`src/rtl/scroll_pkg.sv`:
```
// Shared glyph codes, controller state encoding and the power-on message
// for the scrolling 8-digit display.
package scroll_pkg;

  localparam logic [3:0] GLYPH_BLANK = 4'h0;
  localparam logic [3:0] GLYPH_H     = 4'h1;
  localparam logic [3:0] GLYPH_E     = 4'h2;
  localparam logic [3:0] GLYPH_L     = 4'h3;
  localparam logic [3:0] GLYPH_O     = 4'h4;

  typedef enum logic [1:0] {
    IDLE   = 2'd0,
    RUN    = 2'd1,
    PAUSED = 2'd2
  } state_t;

  // Slot i lives at bits [4i+3:4i]; slot 0 is the first letter shown.
  localparam logic [31:0] DEFAULT_MSG = {GLYPH_BLANK, GLYPH_BLANK, GLYPH_BLANK,
                                         GLYPH_O, GLYPH_L, GLYPH_L, GLYPH_E, GLYPH_H};

  function automatic logic [3:0] msg_slot(input logic [31:0] msg, input logic [2:0] idx);
    return msg[{idx, 2'b00} +: 4];
  endfunction

endpackage

```
`src/rtl/scroll_prescaler.sv`:
```
// Scroll-rate divider: emits a one-cycle tick every TICK_DIV enabled cycles.
module scroll_prescaler #(
  parameter int unsigned TICK_DIV = 50_000_000
) (
  input  logic CLOCK_50,
  input  logic reset,
  input  logic clr,
  input  logic en,
  output logic tick
);

  localparam int unsigned CW = $clog2(TICK_DIV);
  localparam logic [CW-1:0] LAST = CW'(TICK_DIV - 1);

  logic [CW-1:0] count_q, count_d;

  assign tick = en && (count_q == LAST);

  // next count: clear wins, otherwise count while enabled and hold when not
  always_comb begin
    count_d = count_q;
    if (clr) begin
      count_d = '0;
    end else if (en) begin
      count_d = tick ? '0 : count_q + {{(CW-1){1'b0}}, 1'b1};
    end else begin
      count_d = count_q;
    end
  end

  // count register
  always_ff @(posedge CLOCK_50) begin
    if (reset) begin
      count_q <= '0;
    end else begin
      count_q <= count_d;
    end
  end

endmodule

```
`src/rtl/hex_scroll_ctrl.sv`:
```
// Scrolling message sequencer for HEX7..HEX0: message buffer, run/pause/step FSM
// and rotation mapping. Optional post-wrap blanking under HEX_SCROLL_BLINK_EN.
module hex_scroll_ctrl
  import scroll_pkg::*;
#(
  parameter int unsigned TICK_DIV = 50_000_000
) (
  input  logic        CLOCK_50,
  input  logic        reset,
  input  logic        run,
  input  logic        pause,
  input  logic        dir,
  input  logic        step,
  input  logic        wr_en,
  input  logic [2:0]  wr_addr,
  input  logic [3:0]  wr_data,
  output logic        wr_ack,
  output logic [2:0]  offset,
  output logic [31:0] digit_code,
  output logic [1:0]  state,
  output logic        wrap_pulse
);

  state_t      state_q, state_d;
  logic [2:0]  offset_q, offset_d;
  logic [31:0] msg_q, msg_d;
  logic        wr_ack_q, wr_ack_d;
  logic        wrap_q, wrap_d;
  logic        tick_s, advance_s;
  logic [31:0] map_s;

  scroll_prescaler #(.TICK_DIV(TICK_DIV)) u_prescaler (
    .CLOCK_50 (CLOCK_50),
    .reset    (reset),
    .clr      (state_q == IDLE),
    .en       (state_q == RUN),
    .tick     (tick_s)
  );

  // next-state, advance, message write and pulse outputs
  always_comb begin
    state_d   = state_q;
    advance_s = 1'b0;
    case (state_q)
      IDLE: begin
        advance_s = step;
        state_d   = run ? RUN : IDLE;
      end
      RUN: begin
        advance_s = tick_s;
        if (!run)       state_d = IDLE;
        else if (pause) state_d = PAUSED;
        else            state_d = RUN;
      end
      PAUSED: begin
        advance_s = step;
        if (!run)       state_d = IDLE;
        else if (!pause) state_d = RUN;
        else            state_d = PAUSED;
      end
      default: begin
        advance_s = 1'b0;
        state_d   = IDLE;
      end
    endcase

    if (advance_s) begin
      offset_d = dir ? offset_q - 3'd1 : offset_q + 3'd1;
    end else begin
      offset_d = offset_q;
    end
    wrap_d = advance_s && (offset_d == 3'd0);

    msg_d = msg_q;
    if (wr_en) begin
      msg_d[{wr_addr, 2'b00} +: 4] = wr_data;
    end else begin
      msg_d = msg_q;
    end
    wr_ack_d = wr_en;
  end

  // controller registers
  always_ff @(posedge CLOCK_50) begin
    if (reset) begin
      state_q  <= IDLE;
      offset_q <= 3'd0;
      msg_q    <= DEFAULT_MSG;
      wr_ack_q <= 1'b0;
      wrap_q   <= 1'b0;
    end else begin
      state_q  <= state_d;
      offset_q <= offset_d;
      msg_q    <= msg_d;
      wr_ack_q <= wr_ack_d;
      wrap_q   <= wrap_d;
    end
  end

  // digit i shows slot (offset + 7 - i) mod 8, so HEX7 leads the message
  always_comb begin
    map_s = 32'h0;
    for (int i = 0; i < 8; i++) begin
      map_s[4*i +: 4] = msg_slot(msg_q, offset_q + 3'd7 - 3'(i));
    end
  end

`ifdef HEX_SCROLL_BLINK_EN
  logic blank_q, blank_d;

  // blank window opens on a wrap, closes on the next tick or a paused step
  always_comb begin
    if (advance_s && (offset_d == 3'd0)) begin
      blank_d = 1'b1;
    end else if (tick_s || ((state_q == PAUSED) && step)) begin
      blank_d = 1'b0;
    end else begin
      blank_d = blank_q;
    end
  end

  // blank window register
  always_ff @(posedge CLOCK_50) begin
    if (reset) begin
      blank_q <= 1'b0;
    end else begin
      blank_q <= blank_d;
    end
  end

  assign digit_code = blank_q ? {8{GLYPH_BLANK}} : map_s;
`else
  assign digit_code = map_s;
`endif

  assign offset     = offset_q;
  assign state      = state_q;
  assign wr_ack     = wr_ack_q;
  assign wrap_pulse = wrap_q;

endmodule

```
`config.mk`:
```
export PLATFORM = sky130hd
export DESIGN_NAME = hex_scroll_ctrl
export DESIGN_NICKNAME = d
export VERILOG_FILES = /design/src/rtl/scroll_pkg.sv /design/src/rtl/scroll_prescaler.sv /design/src/rtl/hex_scroll_ctrl.sv
export SDC_FILE = /design/constraint.sdc
export NUM_CORES = 1
export LEC_CHECK = 0
export CAP_MARGIN = 40
export CORE_UTILIZATION = 56
export CTS_CLUSTER_DIAMETER = 60
export DETAILED_ROUTE_END_ITERATION = 8
export GPL_TIMING_DRIVEN = 0
export PLACE_DENSITY = 0.91
export REMOVE_ABC_BUFFERS = 1
export SLEW_MARGIN = 30
export SYNTH_ARGS = -nofsm -noshare
export SYNTH_HDL_FRONTEND = slang
export SYNTH_SLANG_ARGS = --single-unit
```
`constraint.sdc`:
```
create_clock -name CLOCK_50 -period 4.3 [get_ports CLOCK_50]
set_input_delay 0.645 -clock CLOCK_50 [delete_from_list [all_inputs] [get_ports CLOCK_50]]
set_output_delay 0.645 -clock CLOCK_50 [all_outputs]
set_load 0.02 [all_outputs]
```
After elaboration in Yosys (flattened, before gate mapping)
Index checks and enable logic that the tools add are counted.

Register bits after elaboration: 65. Bits of input ports: 14. Output and inout port bits: 39.

Add/sub/neg operators: 12. Equality and inequality tests: 3. Shift operators: 10. Multiplexer cells: 9. Reduce and logical (&&, ||, !) cells: 7.

Operators by type and width (number): $shiftx 32x6->4 (8); $bwmux 32 (1); $shift 4x7->32 const A (1); $shiftx 4x7->32 (1); $add 26x1->26 const B (1); $eq 26x26->1 const B (1); $mux 26 (1); $sub 3x3->3 const B (4); $neg 5->7 (1); $mux 3 (2); $reduce_or 2->1 (3); $sub 3x1->3 const B (2); $sub 3x2->3 const B (2); $mux 2 (2); $pmux 2 s2 (1); $add 3x1->3 const B (1); $add 3x3->3 const B (1); $logic_not 3->1 (1); $eq 2x1->1 const B (1); $eq 2x2->1 const B (1); $logic_and 1x1->1 (2); $logic_not 2->1 (1); $pmux 1 s2 (1); $mux 1 (1).

Longest topological paths before layout
Gate-level depths: netlist of run 1.

Depth after elaboration: 6. Depth in mapped cells: 11. Mapped depth without buffers: 7.

Cells and area by module
A second synthesis of run 1 with hierarchy kept.

Cells, all modules: 459. Area, all modules: 4341.7 um^2.

Modules (own cells, without submodules): hex_scroll_ctrl (instances 1, cells each 303, area an instance 2997.9 um^2, seq. area each 780.7 um^2); scroll_prescaler (instances 1, cells each 156, area an instance 1343.8 um^2, seq. area each 520.5 um^2).

Least setup slack after synthesis of run 1
No wires, ideal clock.

Kind: register to output. Start: reg offset_q[0], in the netlist offset[0]. End: out digit_code[11]. Data arrival time: 3.168 ns. Slack: 0.487 ns. Cell stages (with the launch flop): 11. Cell sequence: dfxtp_1 -> clkbuf_1 -> clkinv_1 -> clkbuf_1 -> ha_1 -> buf_2 -> clkbuf_1 -> buf_2 -> mux2i_1 -> mux2i_1 -> mux2_2.

Longest elaborated chain between the ends: 3.

Ends and longest elaborated chain: from (decl) (line hex_scroll_ctrl.sv:25) `logic [2:0] offset_q, offset_d;`; from (signal assigned) (line hex_scroll_ctrl.sv:93) `offset_q <= offset_d;`; $add 3x3->3 (line hex_scroll_ctrl.sv:104) `map_s[4*i +: 4] = msg_slot(msg_q, offset_q + 3'd7 - 3'(i));`; $sub 3x2->3 (line hex_scroll_ctrl.sv:104); $shiftx 32x6->4 (line scroll_pkg.sv:22) `return msg[{idx, 2'b00} +: 4];`; to (decl) (line hex_scroll_ctrl.sv:19) `output logic [31:0] digit_code,`.

No other way between the ends.

Final worst setup path of run 1
Start: reg offset_q[0], in the netlist offset[0]. End: out digit_code[24].

Longest elaborated chain between the ends: 3.

Ends and longest elaborated chain (line): $add 3x3->3 (hex_scroll_ctrl.sv:104); $sub 3x3->3 (hex_scroll_ctrl.sv:104); $shiftx 32x6->4 (scroll_pkg.sv:22).

No other way between the ends.

==> results.md, run 1 <==
* Slowest stage delay, CP at 630 ps
* GRT Total Usage at 28.0%
* Final critical-path share of the clock period at 96.5%
* Starting density of the core at 58.0%
* Die ar. at 7870 sq um
* Die W at about 89 um
* Post-Synth XOR/XNOR Area at under 10%
* Cells on worst reg2reg path at 7
* Largest net degree at the start of global routing at 38
* Reg clk slew, reported paths at 70 ps
* Post-synth cell types at 50
* Global-route wire length before repair at 16800 um
* Crit-path max FO at 37
* Fin crit period at 4150 ps
* Slew Limit Fails at 0
* RSZ-0062 raised after global routing: no
* Crit path DAT at 3500 ps
* Buf+Inv Stages, Crit Path at 3
* Synth Flop Type: dfxtp_1
* Post-synth ARST share at 0%
* Setup-failing EPs final at 0
* Layout cell share with drive strength beyond 1 at 13.8%
* Stages on worst setup path at 7
* Final wirelength at 10800 um
* Filler cells at between 500 and 600
* DR vias/cell at 6.19
* Leak at between 1.5 and 2 nW
* Commonest non-fill, non-tap cell in the layout: dfxtp_1
* Overall Power at 0.00197 W
* Final net count at 552
* #FFs+latches synth at 65
* H-Tree Depth at 3
* Multi-input gate area at 2790 sq um
* Cell area after synthesis at 4210 sq um
* Max Cap Viol at 0
* WL per Instance at 17.2 um
* Worst hold path type: flip-flop to flip-flop
* Crit path kind: flip-flop to output pin
* Critical-path top delay cell: dfxtp_4
* Row count at 31
* Post-Synth Adder-Cell Area at under 10%
* Die H at about 90 um
* Grt total ovfl at 0
* IO Count at 53
* CP endpoint: digit_code[24]
* Register area at 1310 sq um
* Required @ worst endpoint at approximately 3700 ps
* Post-synthesis mux area share at about 24%
* Reg2reg setup slack at around 1800 ps
* CP Cell Sequence: clkinv_4, ha_4, xnor2_4, xor2_1, buf_2, mux2_2, clkdlybuf4s50_1
* DR DRC count at 0
* Startpoint types: flip-flop
* Crit end category: output pin
* CP delay by family, top: buffers and inverters
* Worst VDD drop at about 0.19 mV
* Register area share after synthesis at 30.9%
* Port-buffer cells at 52
* Final TNS setup at 0 ps
* Most frequent cells in the layout: 64 x dfxtp_1, 51 x mux2i_1, 51 x clkdlybuf4s50_1, 48 x nor2_1, 41 x nand2_1
* Vias at 3890
* Final Hold Vio Count at 0
* Syn Area/Cell at approximately 8.8 sq um
* Synth Area in Compound Gates at about a tenth
* Slew @ Worst Pin at 918 ps
* Area grow syn2layout at 19.9%
* DRT iter0 DRCs at 328
* FMAX at 241 MHz
* Crit path from: offset[0]
* Placed Cells incl. Taps at 609
* Max Root-Sink Buffers at 2
* TritonCTS Sinks at 65
* Routability cong. at about 0.86
* Syn Inst Count at approximately 480
* DPL Wire Length at 7300 um
* Core Region at 7250 sq um
* Vias in the first global route at 3535
* Post-route ant nets at 0
* TritonCTS clock tree: yes
* CTS Buf Count at 9
* Initial antenna violation count at 0
* Worst R2R End: u_prescaler.count_q[2]
* Post-synthesis simple-gate area fraction at 22.7%
* Status: complete, no violations
* Pwr dens at between 300 and 400 nW/um^2
* Hold_ws at 489 ps
* Warnings from Yosys at 0
* Post-synth EDFFs at 0
* Worst-Skew Late Latency at around 340 ps
* Worst Clk Skew at 10.6 ps
* Largest family of logic cells by synthesized area: multiplexers
* TritonRoute pass-1 iters at 5
* Slew HR at between 30% and 40%
* Final std cells w/o fill at 628
* RR Startpoint: state[1]
* Diode count at 0
* Root Driver: clkbuf_8
## tightest hold or removal path, delay by kind of cell, from the launching register on
kind / cells / cell delay [ps]
AOI/OAI and AO/OA: 2 / 130
DFF: 1 / 320
## per-stage QoR
| stage | setup WS [ps] | util (%) | cell area (sq um) |
|---|---|---|---|
| 2_1_floorplan | -725 | - | 4110 |
| 3_3_place_gp | -1850 | 65.6 | 4760 |
| 3_5_place_dp | -669 | 66.0 | 4790 |
| 4_1_cts | 166 | 69.3 | 5030 |
| 5_1_grt | 10.6 | 69.6 | 5050 |
| 6_report | 151 | 69.6 | 5050 |
## repair_timing
action                                  CTS  global route
resized for setup                         5             0
buffers inserted                          0             0
endpoints found under the setup margin   32             2
hold buffers                              0             0
pin swaps                                 0             1
## Yosys cell counts, types with 7 or more instances
master | count | area [sq um]
dfxtp_1 | 65 | 1300
mux2i_1 | 51 | 510
nor2_1 | 48 | 180
nand2_1 | 41 | 154
a21oi_1 | 33 | 165
mux2_2 | 30 | 338
nand3_1 | 19 | 95.1
o21ai_0 | 17 | 85.1
clkbuf_1 | 15 | 56.3
inv_1 | 15 | 56.3
ha_1 | 12 | 150
nand4_1 | 11 | 68.8
xnor2_1 | 9 | 78.8
mux4_2 | 8 | 180
nor3_1 | 8 | 40.0
or3_1 | 8 | 50.1
or4_1 | 7 | 52.6
## where the power goes
group          total (W)  switching, W  leakage, nW  internal, W
sequential      0.000641     0.0000292        0.526     0.000612
clock           0.000567      0.000228        0.106     0.000339
combinational   0.000765      0.000392         1.21     0.000373
## registers in the layout (all words and copies together) (netlist names)
name and flops:
wr_ack 1, msg_q 32, wrap_pulse 1, state 2
offset 3, u_prescaler.count_q 26
## final cells by class
type	instances	area share [%]
Clock inverter	3	1.29
Timing Repair Buffer	59	11.0
Multi-Input combinational cell	374	55.2
Tap cell	99	2.45
Inverter	16	1.29
Sequential cell	65	25.9
Clock buffer	12	2.88
## worst min path at each step
stage / start / slack [ps] / cells past startpoint / endpoint
after CTS: u_prescaler.count_q[25] / 480 / 2 / u_prescaler.count_q[25]
after global placement: msg_q[7] / 470 / 2 / msg_q[7]
after global routing: u_prescaler.count_q[23] / 520 / 2 / u_prescaler.count_q[23]
after detailed placement: u_prescaler.count_q[25] / 470 / 2 / u_prescaler.count_q[25]
after floorplan: msg_q[7] / 440 / 2 / msg_q[7]
final: u_prescaler.count_q[25] / 490 / 2 / u_prescaler.count_q[25]
## per-layer routing
layer / track usage, % / share of wire, %
met1: 34.5 / 41
met2: 48.2 / 50
met3: 3.73 / 6.6
met4: 14.1 / 2.5
met5: 0 / 0
## logic make-up (layout without fill, tap and decap cells)
logic type / Yosys count / count (layout)
XOR/XNOR: 16 / 16
multiplexers: 89 / 89
buffers and inverters: 38 / 90
flip-flops: 65 / 65
adder cells (fa/ha/maj): 13 / 13
AND/OR/NAND/NOR: 183 / 183
AO/OA/AOI/OAI: 73 / 73
Power figures use the tool's default switching activity.
==> inputs of run 2 (changes only) <==
- CTS_CLUSTER_DIAMETER: 60 -> default
- MAX_ROUTING_LAYER: default -> met4
==> run 2 against run 1 <==
Effect of this change:
- sequential power about the same
- global-route usage rose by 0.96 points
- die area unchanged
- final cell count did not move
- wire length shrank 0.31%
==> results.md, run 2 (synthesis results as in run 1) <==
* Worst hold path type: flip-flop to flip-flop (unchanged)
* Global-route wire length before repair at 16800 um (unchanged)
* Pwr dens at 391 nW/um^2 (about the same)
* Crit end category: output pin (unchanged)
* Core Region at 7250 sq um (unchanged)
* IO Count at 53 (unchanged)
* CTS Buf Count at 9 (unchanged)
* Placed instance area at 4790 sq um (unchanged)
* RSZ-0062 raised after global routing: no (unchanged)
* Diode count at 0 (unchanged)
* Post-CTS Hold Buffers at 0 (unchanged)
* Required @ worst endpoint at 3650 ps (about the same)
* Crit-path max FO at 37 (unchanged)
* Switching portion of total power at 32.9% (about the same)
* Slew Limit Fails at 0 (unchanged)
* WL per Instance at 17.1 um (was 17.2 um)
* Status: complete, no violations (unchanged)
* Max Cap Viol at 0 (unchanged)
* Starting density of the core at 58.0% (unchanged)
* Root Driver: clkbuf_8 (unchanged)
* Setup-failing EPs final at 0 (unchanged)
* DR DRC count at 0 (unchanged)
* Crit path kind: flip-flop to output pin (unchanged)
* Area grow syn2layout at 19.9% (unchanged)
* FMAX at 241 MHz (about the same)
* DR vias/cell at 6.15 (was 6.19)
* Max Root-Sink Buffers at 2 (unchanged)
* DRT iter0 DRCs at 303 (was 328)
* Final TNS setup at 0 ps (unchanged)
* Layout cell share with drive strength beyond 1 at 13.8% (unchanged)
* Placed Cells incl. Taps at 609 (unchanged)
* Fin crit period at 4150 ps (about the same)
* Most frequent cells in the layout: 64 x dfxtp_1, 51 x mux2i_1, 51 x clkdlybuf4s50_1, 48 x nor2_1, 41 x nand2_1 (unchanged)
* Startpoint types: flip-flop (unchanged)
* Slew HR at 41.7% (was 38.6%)
* Grt total ovfl at 0 (unchanged)
* Post-route ant nets at 0 (unchanged)
* Port-buffer cells at 52 (unchanged)
* Worst Clk Skew at 11.3 ps (was 10.6 ps)
* Die W at 88.7 um (unchanged)
* Largest Register: msg_q (unchanged)
* Slew @ Worst Pin at 872 ps (was 918 ps)
* Post-CTS setup buffers at 0 (unchanged)
* TritonCTS Sinks at 65 (unchanged)
* Largest net degree at the start of global routing at 38 (unchanged)
* Initial antenna violation count at 0 (unchanged)
* P_sw at 0.000649 W (was 0.000650 W)
* Reg clk slew, reported paths at 70 ps (about the same)
* Sequential power share at 32.5% (about the same)
* Final std cells w/o fill at 628 (unchanged)
* Final critical-path share of the clock period at 96.6% (was 96.5%)
* GRT Total Usage at 29.0% (was 28.0%)
* Worst-Skew Late Latency at 340 ps (about the same)
* H-Tree Depth at 3 (unchanged)
* Int Pwr at 0.00132 W (about the same)
* Number of flip-flops in the largest register at 32 (unchanged)
* Crit path DAT at 3510 ps (was 3500 ps)
* Final Hold Vio Count at 0 (unchanged)
* Worst VDD drop at 0.194 mV (was 0.191 mV)
* Die ar. at 7870 sq um (unchanged)
* Row count at 31 (unchanged)
* Commonest non-fill, non-tap cell in the layout: dfxtp_1 (unchanged)
* DPL Wire Length at 7300 um (unchanged)
* Die H at 88.7 um (unchanged)
* TritonRoute pass-1 iters at 5 (unchanged)
* Final wirelength at 10700 um (was 10800 um)
* TritonCTS clock tree: yes (unchanged)
* Overall Power at 0.00197 W (about the same)
* Routability cong. at 0.871 (was 0.857)
* Vias at 3862 (was 3890)
* WHS Path Cells at 2 (unchanged)
* Final net count at 552 (unchanged)
* Design area at 5050 sq um (unchanged)
* Combinational share of power at 38.8% (about the same)
* Clock share of power at 28.7% (about the same)
* Leak at 1.85 nW (unchanged)
* Vias in the first global route at 3539 (was 3535)
* Cells on worst reg2reg path at 7 (unchanged)
-- run 2: cell counts in the layout (fill, tap and decap cells not counted) --
No cell type changed its count.
-- run 2: repair_timing --
item / in CTS / in global routing
pin swaps: 0 / 1
gates cloned: 0 / 0
endpoints found under the setup margin: 32 / 2
resized for setup: 5 / 0
-- run 2: final cells by class --
type / count / area [sq um]
Fill cell: 522 / 2210
Clock inverter: 3 / 65.1
Inverter: 16 / 65.1
Clock buffer: 12 / 145
Tap cell: 99 / 124
Multi-Input combinational cell: 374 / 2790
Timing Repair Buffer: 59 / 557
Sequential cell: 65 / 1310
-- run 2: worst paths after layout --
check,slack [ps],endpoint,startpoint
max,150,digit_code[8],offset[0]
min,490,u_prescaler.count_q[25],u_prescaler.count_q[25]
max reg2reg,1790,u_prescaler.count_q[11],state[1]
min reg2reg,490,u_prescaler.count_q[25],u_prescaler.count_q[25]
-- run 2: per-layer routing --
metal	wire length (um)	track usage, %	up-vias
met3	622	4.85	23
met1	4530	34.5	1845
met5	0	-	-
li1	-	-	1831
met4	242	12.8	0
met2	5350	48.2	163
-- run 2: power by group through the flow --
stage          registers, W  clock network, W  logic, W
6_report           0.000641          0.000566  0.000766
5_1_grt            0.000642          0.000596  0.000805
4_1_cts            0.000639          0.000566  0.000761
3_5_place_dp       0.000652                 0  0.000745
3_3_place_gp       0.000650                 0  0.000723
2_1_floorplan      0.000651                 0  0.000456
-- run 2: critical path, cell delays in order, from the launching register on --
cell,delay [ps]
dfxtp_4,620
clkinv_4,300
ha_4,270
xnor2_4,480
xor2_1,300
buf_2,280
mux2_2,360
clkdlybuf4s50_1,540
-- run 2: stage by stage --
| stage | setup slack, ps | utilization (%) | hold WS (ps) |
|---|---|---|---|
| after floorplan | -725 | - | 439 |
| after global placement | -1850 | 65.6 | 465 |
| after detailed placement | -669 | 66.0 | 472 |
| after CTS | 166 | 69.3 | 483 |
| after global routing | 6.89 | 69.6 | 520 |
| final | 147 | 69.6 | 489 |
